## src/rtl/nes_pad_pkg.sv

```systemverilog
// Shared types and default constants for the NES/SNES controller poller.
package nes_pad_pkg;

    typedef enum logic [2:0] {
        ST_IDLE   = 3'd0,
        ST_LATCH  = 3'd1,
        ST_CLK_LO = 3'd2,
        ST_CLK_HI = 3'd3,
        ST_DONE   = 3'd4
    } state_t;

    localparam int DEF_NUM_PADS = 2;
    localparam int DEF_NUM_BITS = 8;
    localparam int DEF_CLK_DIV  = 6;

endpackage

```

## src/rtl/nes_pad_shift.sv

```systemverilog
// Per-pad capture register: bits arrive first-bit-first and settle LSB-first.
module nes_pad_shift
    import nes_pad_pkg::*;
#(
    parameter int NUM_BITS = DEF_NUM_BITS
) (
    input  logic                clk,
    input  logic                clear,
    input  logic                sample,
    input  logic                data,
    output logic [NUM_BITS-1:0] bits
);

    // Pad data is active-low; invert on entry so stored ones mean "pressed".
    always_ff @(posedge clk) begin
        if (clear) begin
            bits <= '0;
        end else if (sample) begin
            bits <= {~data, bits[NUM_BITS-1:1]};
        end
    end

endmodule

```

## src/rtl/nes_pad_reader.sv

```systemverilog
// Polls NUM_PADS serial game pads in parallel and publishes debounced-free
// button snapshots plus press/release edges once per completed poll.
module nes_pad_reader
    import nes_pad_pkg::*;
#(
    parameter int NUM_PADS = DEF_NUM_PADS,
    parameter int NUM_BITS = DEF_NUM_BITS,
    parameter int CLK_DIV  = DEF_CLK_DIV
) (
    input  logic                         clk,
    input  logic                         reset,
    input  logic                         start,
    output logic                         busy,
    output logic                         done,
    output logic                         pad_latch,
    output logic                         pad_clk,
    input  logic [NUM_PADS-1:0]          pad_data,
    output logic [NUM_PADS*NUM_BITS-1:0] buttons,
    output logic [NUM_PADS*NUM_BITS-1:0] pressed,
    output logic [NUM_PADS*NUM_BITS-1:0] released,
    output logic                         valid,
    output logic [2:0]                   fsm_state
);

    localparam int DIV_W = $clog2(2*CLK_DIV+1);
    localparam int BIT_W = $clog2(NUM_BITS+1);
    localparam logic [DIV_W-1:0] LATCH_LAST = DIV_W'(2*CLK_DIV-1);
    localparam logic [DIV_W-1:0] HALF_LAST  = DIV_W'(CLK_DIV-1);
    localparam logic [BIT_W-1:0] BIT_LAST   = BIT_W'(NUM_BITS-1);

    state_t                      state;
    logic [DIV_W-1:0]            div_cnt;
    logic [BIT_W-1:0]            bit_cnt;
    logic                        sample;
    logic                        shift_clear;
    logic [NUM_PADS*NUM_BITS-1:0] capture;

    assign fsm_state   = state;
    assign shift_clear = reset || (state == ST_IDLE && start);
    assign sample      = (state == ST_LATCH  && div_cnt == LATCH_LAST) ||
                         (state == ST_CLK_HI && div_cnt == HALF_LAST);

    for (genvar p = 0; p < NUM_PADS; p++) begin : g_pad
        nes_pad_shift #(.NUM_BITS(NUM_BITS)) u_shift (
            .clk    (clk),
            .clear  (shift_clear),
            .sample (sample),
            .data   (pad_data[p]),
            .bits   (capture[p*NUM_BITS +: NUM_BITS])
        );
    end

    // Outputs are registered alongside the state transition that implies them.
    always_ff @(posedge clk) begin
        if (reset) begin
            state     <= ST_IDLE;
            div_cnt   <= '0;
            bit_cnt   <= '0;
            busy      <= 1'b0;
            done      <= 1'b0;
            pad_latch <= 1'b0;
            pad_clk   <= 1'b0;
            valid     <= 1'b0;
            buttons   <= '0;
            pressed   <= '0;
            released  <= '0;
        end else begin
            done <= 1'b0;
            case (state)
                ST_IDLE: begin
                    if (start) begin
                        state     <= ST_LATCH;
                        div_cnt   <= '0;
                        bit_cnt   <= '0;
                        busy      <= 1'b1;
                        pad_latch <= 1'b1;
                    end
                end
                ST_LATCH: begin
                    if (div_cnt == LATCH_LAST) begin
                        state     <= ST_CLK_LO;
                        div_cnt   <= '0;
                        bit_cnt   <= BIT_W'(1);
                        pad_latch <= 1'b0;
                    end else begin
                        div_cnt <= div_cnt + DIV_W'(1);
                    end
                end
                ST_CLK_LO: begin
                    if (div_cnt == HALF_LAST) begin
                        state   <= ST_CLK_HI;
                        div_cnt <= '0;
                        pad_clk <= 1'b1;
                    end else begin
                        div_cnt <= div_cnt + DIV_W'(1);
                    end
                end
                ST_CLK_HI: begin
                    if (div_cnt == HALF_LAST) begin
                        div_cnt <= '0;
                        pad_clk <= 1'b0;
                        if (bit_cnt == BIT_LAST) begin
                            state <= ST_DONE;
                            done  <= 1'b1;
                        end else begin
                            state   <= ST_CLK_LO;
                            bit_cnt <= bit_cnt + BIT_W'(1);
                        end
                    end else begin
                        div_cnt <= div_cnt + DIV_W'(1);
                    end
                end
                ST_DONE: begin
                    state    <= ST_IDLE;
                    busy     <= 1'b0;
                    valid    <= 1'b1;
                    buttons  <= capture;
                    pressed  <= capture & ~buttons;
                    released <= ~capture & buttons;
                end
                default: begin
                    state <= ST_IDLE;
                end
            endcase
        end
    end

endmodule

```

## config.mk

```make
export PLATFORM = sky130hd
export DESIGN_NAME = nes_pad_reader
export DESIGN_NICKNAME = d
export VERILOG_FILES = /design/src/rtl/nes_pad_pkg.sv /design/src/rtl/nes_pad_shift.sv /design/src/rtl/nes_pad_reader.sv
export SDC_FILE = /design/constraint.sdc
export NUM_CORES = 1
export LEC_CHECK = 0
export BUFFER_PORTS_ARGS = -buffer_cell sky130_fd_sc_hd__buf_2
export CAP_MARGIN = 20
export CORE_ASPECT_RATIO = 0.5
export CORE_MARGIN = 4
export CORE_UTILIZATION = 54
export CTS_BUF_LIST = sky130_fd_sc_hd__clkbuf_4 sky130_fd_sc_hd__clkbuf_8 sky130_fd_sc_hd__clkbuf_16
export CTS_CLUSTER_SIZE = 25
export DETAILED_ROUTE_END_ITERATION = 7
export PLACE_DENSITY = 0.8
export SETUP_SLACK_MARGIN = 0.4
export SYNTH_ARGS = -nofsm -noshare
export SYNTH_HDL_FRONTEND = slang
export SYNTH_HIERARCHICAL = 1
export SYNTH_SLANG_ARGS = --single-unit
```

## constraint.sdc

```tcl
create_clock -name clk -period 2.1 [get_ports clk]
set_clock_uncertainty 0.05 [all_clocks]
set_input_delay 0.42 -clock clk [delete_from_list [all_inputs] [get_ports clk]]
set_output_delay 0.42 -clock clk [all_outputs]
set_load 0.02 [all_outputs]
```

### Word-level counts from Yosys, hierarchy flattened

Cells that the tools add are included.

* output and inout port bits: 56
* register bits: 80
* input port bits: 5

* add/subtract/negate cells: 2
* bitwise logic cells: 8
* mux-type cells: 22
* reductions and logical operators: 19
* equal/unequal tests: 12

Operators with widths (count)
* $and A16 B16 Y16: 2
* $not A16 Y16: 2
* $mux W4: 6
* $pmux W4 S3: 2
* $mux W3: 5
* $pmux W3 S4: 1
* $add A4 B1 Y4 const B: 2
* $eq A4 B3 Y1 const B: 2
* $eq A3 B2 Y1 const B: 2
* $ne A2 B2 Y1 const B: 3
* $pmux W1 S2: 3
* $reduce_and A3 Y1: 2
* $reduce_bool A2 Y1: 3
* $reduce_bool A3 Y1: 2
* $mux W1: 5
* $reduce_and A5 Y1: 1
* $eq A4 B4 Y1 const B: 1
* $ne A2 B1 Y1 const B: 2
* $not A1 Y1: 4
* $reduce_and A2 Y1: 2
* $reduce_and A4 Y1: 1
* $eq A3 B1 Y1 const B: 1
* $eq A3 B3 Y1 const B: 1
* $logic_and A1 B1 Y1: 3
* other kinds (4): 5

### Depth between registers and ports, before layout

Gate-level depths: netlist of the first run.

* depth in word-level cells: 4
* depth in mapped cells: 8
* depth with buffers taken out: 7

### By module

The synthesis of the first run kept the hierarchy.

Modules (own cells, without submodules)
* nes_pad_reader: area an instance 2633.8 µm², times used 1, sequential area each 1281.2 µm², cells an instance 308
* nes_pad_shift: area an instance 287.8 µm², times used 2, sequential area each 160.2 µm², cells an instance 26

### Worst setup path before layout of the first run

OpenSTA, ideal clock, no wires.

* path kind: reg2reg
* start: register state[1] (netlist: fsm_state[1])
* end: register g_pad[0].u_shift.bits[0]
* clock period less this slack: 1.823 ns
* cell stages (with the launch flop): 8
* library setup time: 0.126 ns
* data arrival time: 1.647 ns
* setup slack: 0.277 ns
* buffers on the path: 2
* required time: 1.924 ns
* path through: dfxtp_1 > buf_6 > inv_1 > or2_2 > o21ai_0 > buf_6 > mux2i_1 > nor2_1

* word-level cells in the longest chain between the ends: 3
* elaborated cells between the ends (all ways): 8
* those cells by class: eq/ne: 2; reduce/logical: 6

Ends and longest elaborated chain
* start: declaration: line nes_pad_reader.sv:31 `state_t state;`
* start signal: assignment: line nes_pad_reader.sv:56 `state <= ST_IDLE;`
* start signal: assignment: line nes_pad_reader.sv:72 `state <= ST_LATCH;`
* start signal: assignment: line nes_pad_reader.sv:81 `state <= ST_CLK_LO;`
* $eq A3 B1 Y1 / $eq A3 B2 Y1 (equally long branches): line nes_pad_reader.sv:40, nes_pad_reader.sv:41
* $logic_and A1 B1 Y1 (on tied branches): line nes_pad_reader.sv:40, nes_pad_reader.sv:41
* $logic_or A1 B1 Y1 *: line nes_pad_reader.sv:40 `assign sample = (state == ST_LATCH && div_cnt == LATCH_LAST) ||`
* net sample: line nes_pad_reader.sv:34 `logic sample;`
* end signal: assignment: line nes_pad_shift.sv:19 `bits <= {~data, bits[NUM_BITS-1:1]};`
* end: declaration: line nes_pad_shift.sv:11 `output logic [NUM_BITS-1:0] bits`

Mark *: on every way through the listed nets, which the timed path passes. The rest lies on a longest branch.
A chain may end at the register's enable or synchronous reset.

### Worst setup path in the final report of the first run

* start: register div_cnt[1]
* end: register g_pad[1].u_shift.bits[7]

* word-level cells in the longest chain between the ends: 3
* elaborated cells between the ends (all ways): 5
* those cells by class: eq/ne: 2; reduce/logical: 3

Ends and longest elaborated chain
* start: declaration: line nes_pad_reader.sv:32 `logic [DIV_W-1:0] div_cnt;`
* start signal: assignment: line nes_pad_reader.sv:86 `div_cnt <= div_cnt + DIV_W'(1);`
* start signal: assignment: line nes_pad_reader.sv:95 `div_cnt <= div_cnt + DIV_W'(1);`
* start signal: assignment: line nes_pad_reader.sv:110 `div_cnt <= div_cnt + DIV_W'(1);`
* $eq A4 B4 Y1 / $eq A4 B3 Y1 (equally long branches): line nes_pad_reader.sv:40, nes_pad_reader.sv:41
* $logic_and A1 B1 Y1 (on tied branches): line nes_pad_reader.sv:40, nes_pad_reader.sv:41
* $logic_or A1 B1 Y1 *: line nes_pad_reader.sv:40
* net sample: line nes_pad_reader.sv:34
* end signal: assignment: line nes_pad_shift.sv:19
* end: declaration: line nes_pad_shift.sv:11

Marks and branches as above.

==> run_results.csv, run 1 <==
group,metric,value,unit
sta,report.final.slew_viol_count,0,
floorplanning,die_w,117,µm
routing,viasPerCell,5.64,
worst_hold_path,min_path_type,"in -> reg",
routing,drt-initial-drc-count,337,
floorplanning,core,5610,µm²
global_routing,grt_overflow,0,
clock_tree,cts_made_buffers,9,
global_routing,grt_util_all_layers,0.228,
routing,ant_nets,0,
synth,synth_fa_ha_area_frac,0.0117,
synth,synth_top_family_by_area,"simple AND/OR/NAND/NOR gates",
clock_tree,clock_latency,0.33,ns
synth,synth_cell_types,45,
place,preCtsSetupSlack,0.212,ns
critical_path,critPathKind,"reg -> reg",
clock_tree,tritoncts,"built",
synth,synth_common_cells,"80 x dfxtp_1, 72 x nand2_1, 53 x a21oi_1",
routing,firstDrtPassIters,5,
synth,ys_warn_count,6,
sta,hold_viol_final,0,
floorplanning,start_util,0.572,
sta,tightest_slew,0.627,ns
critical_path,start_kind,"register",
final_layout,antenna_cells,0,
synth,ys_seq_elements,80,
synth,avgSynthCellArea,8.91,µm²
run,drv_cap,0,
critical_path,critPathArrivalTime,2.05,ns
synth,synth_top_area_share,0.499,
sta,finalCritPeriodShare,0.884,
global_routing,grt_max_degree,51,
clock_tree,cts_max_path_buffers,2,
floorplanning,dieArea,7320,µm²
power,ir_drop,0.460,mV
routing,wl_per_cell,16.3,µm
sta,min_period,1.86,ns
synth,async_flop_share,0,
synth,synth-simple-area-share,0.251,
floorplanning,fp-row-count,19,
synth,syn_nets,368,
clock_tree,cts_sinks,80,
routing,wirelength,8280,µm
sta,setup_tns,0,ns
final_layout,area_growth,28.5,%
critical_path,crit_fanout,4,
place,port_buffers,60,
routing,drcViolationCount,0,
sta,setup_viol,0,
sta,timing.fmax,539,MHz
final_layout,num-fill-cells,394,
synth,ys_seq_area_frac,0.499,
critical_path,endpoint_kind,"register",
floorplanning,ios,61,
power,p_per_area,929,nW/µm²
synth,synth-edff-count,0,
synth,synth_top_cell_by_area,"dfxtp_1",
final_layout,multiInputGateArea,1530,µm²
run_status,outcome,"completed",
final_layout,drive_gt1_frac,0.293,
synth,yosysMostFrequentCell,"dfxtp_1",
global_routing,grt_pass1_vias,2789,
sta,rsz0062_at_grt,"true",
global_routing,antenna_found_initial,0,
sta,relSlewSlack,0.582,
place,hpwl,4650,µm
critical_path,worstPathRequired,2.29,ns
sta,finalWorstSetupSlack,0.244,ns
final_layout,nets,437,
routing,via_count,2861,
synth,synth_mux_area_frac,0.0468,
clock_tree,clk_pin_slew,0.06,ns
place,gp_congestion,0.867,
clock_tree,clock-root-buffer,"clkbuf_16",
synth,synth_area_leaders,"dfxtp_1 50%, nand2_1 8.4%, a21oi_1 8.3%",
power,p_leak,1.62,nW
synth,synthFlopType,"dfxtp_1",
synth,syn_area,3210,µm²
synth,synth_compound_area_frac,0.142,
floorplanning,die_y,62.5,µm
global_routing,grt_pass1_wl,13500,µm
clock_tree,cts-htree-levels,3,
synth,synthCells,360,
synth,synth_xor_area_frac,0,
final_layout,seqCellArea,1610,µm²
clock_tree,hold_buffers,0,
metal layers:
layer	vias to the layer above	wire (µm)	track usage	share of wire
li1	1383	-	-	-
met1	1373	3380	0.269	0.41
met2	93	4370	0.385	0.53
met3	12	417	0.0870	0.050
met4	0	103	0.0615	0.012
met5	-	0	0	0
layout make-up:
class                           count  share of cell area
Tap cell                           73              0.0222
Clock buffer                       10              0.0564
Multi-Input combinational cell    251               0.371
Inverter                            3             0.00273
Clock inverter                      6              0.0170
Sequential cell                    80               0.392
Timing Repair Buffer               84               0.139
registers in the layout, indices dropped and copies added (netlist names):
| signal | cells |
|---|---|
| bit_cnt | 4 |
| div_cnt | 4 |
| buttons | 16 |
| pad_clk | 1 |
| done | 1 |
| valid | 1 |
| released | 16 |
| g_pad.u_shift/bits | 16 |
| fsm_state | 3 |
| pad_latch | 1 |
| busy | 1 |
| pressed | 16 |
metrics by stage:
stage	area (µm²)	util	power, W	std cells	hold WS, ns
after CTS	4030	0.719	0.00374	503	0.239
after floorplan	3210	-	0.00207	360	0.396
after global routing	4120	0.735	0.00400	507	0.235
after global placement	3540	0.631	0.00214	474	0.387
final	4120	0.735	0.00383	507	0.245
after detailed placement	3540	0.631	0.00217	474	0.390
cell families (layout without fill, tap and decap cells):
| kind of cell | after synthesis | in the layout |
|---|---|---|
| AO/OA/AOI/OAI | 77 | 77 |
| adder cells (fa/ha/maj) | 3 | 3 |
| buffers and inverters | 29 | 103 |
| flip-flops | 80 | 80 |
| multiplexers | 15 | 15 |
| AND/OR/NAND/NOR | 156 | 156 |
layout by cell type, fill, tap and decap left out, types with 4 or more instances in the layout:
master / netlist / final
nor2_1: 23 / 22
buf_6: 5 / 7
mux2i_1: 15 / 11
buf_4: 1 / 13
clkbuf_16: 0 / 9
dfxtp_1: 80 / 74
dfxtp_2: 0 / 4
nor3_1: 6 / 4
a21oi_1: 53 / 53
nand3b_1: 34 / 34
buf_2: 7 / 60
clkinv_4: 0 / 4
nand2_1: 72 / 71
nand3_1: 5 / 5
power by group:
group | internal [W] | switching [W] | leakage [nW]
logic | 0.000261 | 0.000368 | 0.826
registers | 0.00157 | 0.0000801 | 0.648
clock network | 0.000939 | 0.000610 | 0.150
total | 0.00277 | 0.00106 | 1.62
critical path: stages, from the launching register on:
cell and delay [ns]:
dfxtp_4 0.35, inv_2 0.06, ha_4 0.12, nand3b_1 0.12, or2_4 0.28, o21ai_4 0.19, buf_6 0.14, buf_16 0.11
buf_4 0.12, nor2_2 0.05, a211oi_2 0.17
final timing paths:
check / depth (start not counted) / slack, ns / from / to
worst max register to register: 10 / 0.24 / div_cnt[1] / g_pad[1].u_shift/bits[7]
worst min-delay path: 2 / 0.24 / pad_data[0] / g_pad[0].u_shift/bits[7]
worst max-delay path: 10 / 0.24 / div_cnt[1] / g_pad[1].u_shift/bits[7]
worst min register to register: 2 / 0.40 / pressed[9] / pressed[9]
timing repair:
| action | in CTS | in global routing |
|---|---|---|
| pin swaps | 2 | 7 |
| resized for setup | 15 | 19 |
| cloned | 2 | 0 |
| buffers inserted | 11 | 4 |
| endpoints found under the setup margin | 30 | 66 |
(Power assumes the default switching activity.)
==> inputs of run 2 (changes only) <==
--- a/config.mk
+++ b/config.mk
@@ -9,11 +9,11 @@
 export CAP_MARGIN = 20
 export CORE_ASPECT_RATIO = 0.5
 export CORE_MARGIN = 4
-export CORE_UTILIZATION = 54
+export CORE_UTILIZATION = 59
 export CTS_BUF_LIST = sky130_fd_sc_hd__clkbuf_4 sky130_fd_sc_hd__clkbuf_8 sky130_fd_sc_hd__clkbuf_16
 export CTS_CLUSTER_SIZE = 25
 export DETAILED_ROUTE_END_ITERATION = 7
-export PLACE_DENSITY = 0.8
+export PLACE_DENSITY = 0.86
 export SETUP_SLACK_MARGIN = 0.4
 export SYNTH_ARGS = -nofsm -noshare
 export SYNTH_HDL_FRONTEND = slang
==> constraint.sdc (replaced) <==
create_clock -name clk -period 2.3 [get_ports clk]
set_clock_uncertainty 0.05 [all_clocks]
set_input_delay 0.46 -clock clk [delete_from_list [all_inputs] [get_ports clk]]
set_output_delay 0.46 -clock clk [all_outputs]
set_load 0.02 [all_outputs]
==> run_results.csv, run 2 (same netlist as run 1, synthesis figures left out) <==
group,metric,value,unit
sta,finalCritPeriodShare,0.816,
sta,tightest_slew,0.554,ns
sta,timing.fmax,533,MHz
critical_path,crit_fanout,10,
critical_path,path_cells,"buf_4 > nor3b_4 > nand2_1 > o21ai_4 > buf_12 > mux2i_1 > nor2_1",
global_routing,grt_pass1_wl,12200,µm
place,hpwl,4730,µm
critical_path,critPathSlowestCell,"nor3b_4",
critical_path,critPathKind,"reg -> reg",
final_layout,nets,429,
global_routing,antenna_found_initial,0,
power,p_per_area,832,nW/µm²
floorplanning,start_util,0.631,
final_layout,seqCellArea,1600,µm²
final_layout,drive_gt1_frac,0.256,
final_layout,num-fill-cells,342,
critical_path,endpoint_kind,"register",
power,p_total,0.00328,W
clock_tree,cts_made_buffers,9,
routing,viasPerCell,5.68,
power,ir_drop,0.715,mV
floorplanning,die_w,112,µm
sta,rsz0062_at_grt,"false",
global_routing,grt_util_all_layers,0.226,
global_routing,grt_overflow,0,
power,p_leak,1.54,nW
final_layout,area_growth,22.7,%
final_layout,antenna_cells,0,
sta,setup_viol,0,
sta,hold_viol_final,0,
place,gp_congestion,0.815,
floorplanning,core,5090,µm²
clock_tree,cts_sinks,80,
worst_hold_path,min_path_type,"in -> reg",
routing,drcViolationCount,0,
final_layout,final_common_cell,"dfxtp_1",
sta,min_period,1.88,ns
critical_path,slowest_delay,0.34,ns
global_routing,grt_pass1_vias,2596,
clock_tree,cts_max_path_buffers,2,
critical_path,start_kind,"register",
routing,ant_nets,0,
critical_path,worstPathRequired,2.46,ns
sta,report.final.slew_viol_count,0,
final_layout,final_cell_mix,"78 x dfxtp_1, 72 x nand2_1, 60 x buf_2, 53 x a21oi_1, 34 x nand3b_1",
routing,wirelength,8010,µm
sta,setup_tns,0,ns
clock_tree,tritoncts,"built",
critical_path,critPathArrivalTime,2.04,ns
sta,relSlewSlack,0.631,
clock_tree,cts-htree-levels,3,
clock_tree,clock-root-buffer,"clkbuf_8",
run,drv_cap,0,
routing,firstDrtPassIters,4,
floorplanning,ios,61,
clock_tree,clk_pin_slew,0.08,ns
clock_tree,clock_latency,0.35,ns
place,port_buffers,60,
final_layout,multiInputGateArea,1520,µm²
routing,via_count,2815,
routing,wl_per_cell,16.2,µm
floorplanning,die_y,60.2,µm
global_routing,grt_max_degree,51,
clock_tree,hold_buffers,0,
floorplanning,fp-row-count,18,
floorplanning,dieArea,6750,µm²
routing,drt-initial-drc-count,281,
run_status,outcome,"completed",
==> run 2: cell types whose count changed in the layout (fill, tap and decap cells not counted), moves of 3 or more <==
cell / delta
buf_6: -6
mux2i_1: +3
dfxtp_1: +4
clkbuf_16: -7
clkbuf_8: +9
clkinv_4: -3
mux2i_2: -3
==> run 2: layout make-up <==
class	instances	area share
Clock buffer	10	0.0334
Clock inverter	6	0.0292
Inverter	3	0.00286
Multi-Input combinational cell	251	0.385
Sequential cell	80	0.407
Tap cell	70	0.0222
Timing Repair Buffer	76	0.120
==> run 2: layer usage <==
metal | up-vias | global-route usage | wire [µm]
met5 | - | 0 | 0
met4 | 0 | 0.0908 | 122
met3 | 16 | 0.0677 | 557
met2 | 102 | 0.396 | 4040
met1 | 1332 | 0.267 | 3290
li1 | 1365 | - | -
==> run 2: through the flow <==
stage	cell area, µm²	setup WS (ns)	util	hold slack [ns]	std cells
floorplan	3210	0.477	-	0.396	360
global placement	3550	0.111	0.697	0.386	476
detailed placement	3550	-0.0145	0.697	0.391	476
CTS	3840	0.404	0.754	0.243	493
global route	3940	0.349	0.774	0.244	496
finish	3940	0.424	0.774	0.261	496
==> run 2: final timing paths <==
| check | endpoint | slack, ns | cells after the start | startpoint |
|---|---|---|---|---|
| max | g_pad[1].u_shift/bits[4] | 0.42 | 7 | fsm_state[1] |
| min | g_pad[1].u_shift/bits[7] | 0.26 | 2 | pad_data[1] |
| max reg2reg | g_pad[1].u_shift/bits[4] | 0.42 | 7 | fsm_state[1] |
| min reg2reg | pressed[9] | 0.40 | 2 | pressed[9] |
==> run 2: worst max-delay path, delay by kind of cell, from the launching register on <==
kind                   cells  cell delay (ns)
multiplexers               1             0.23
AO/OA/AOI/OAI              1             0.16
buffers and inverters      2             0.35
AND/OR/NAND/NOR            3             0.62
flip-flops                 1             0.33
==> run 2: repair_timing <==
item | in CTS | in global routing
pin swaps | 1 | 2
gates resized for setup | 5 | 9
endpoints found under the setup margin | 17 | 18
setup buffers | 1 | 1
gates cloned | 0 | 2
==> run 2: where the power goes <==
part	leakage (nW)	switching, W	total (W)	internal, W
sequential	0.646	0.0000409	0.00147	0.00143
clock	0.121	0.000522	0.00126	0.000739
combinational	0.772	0.000346	0.000548	0.000202
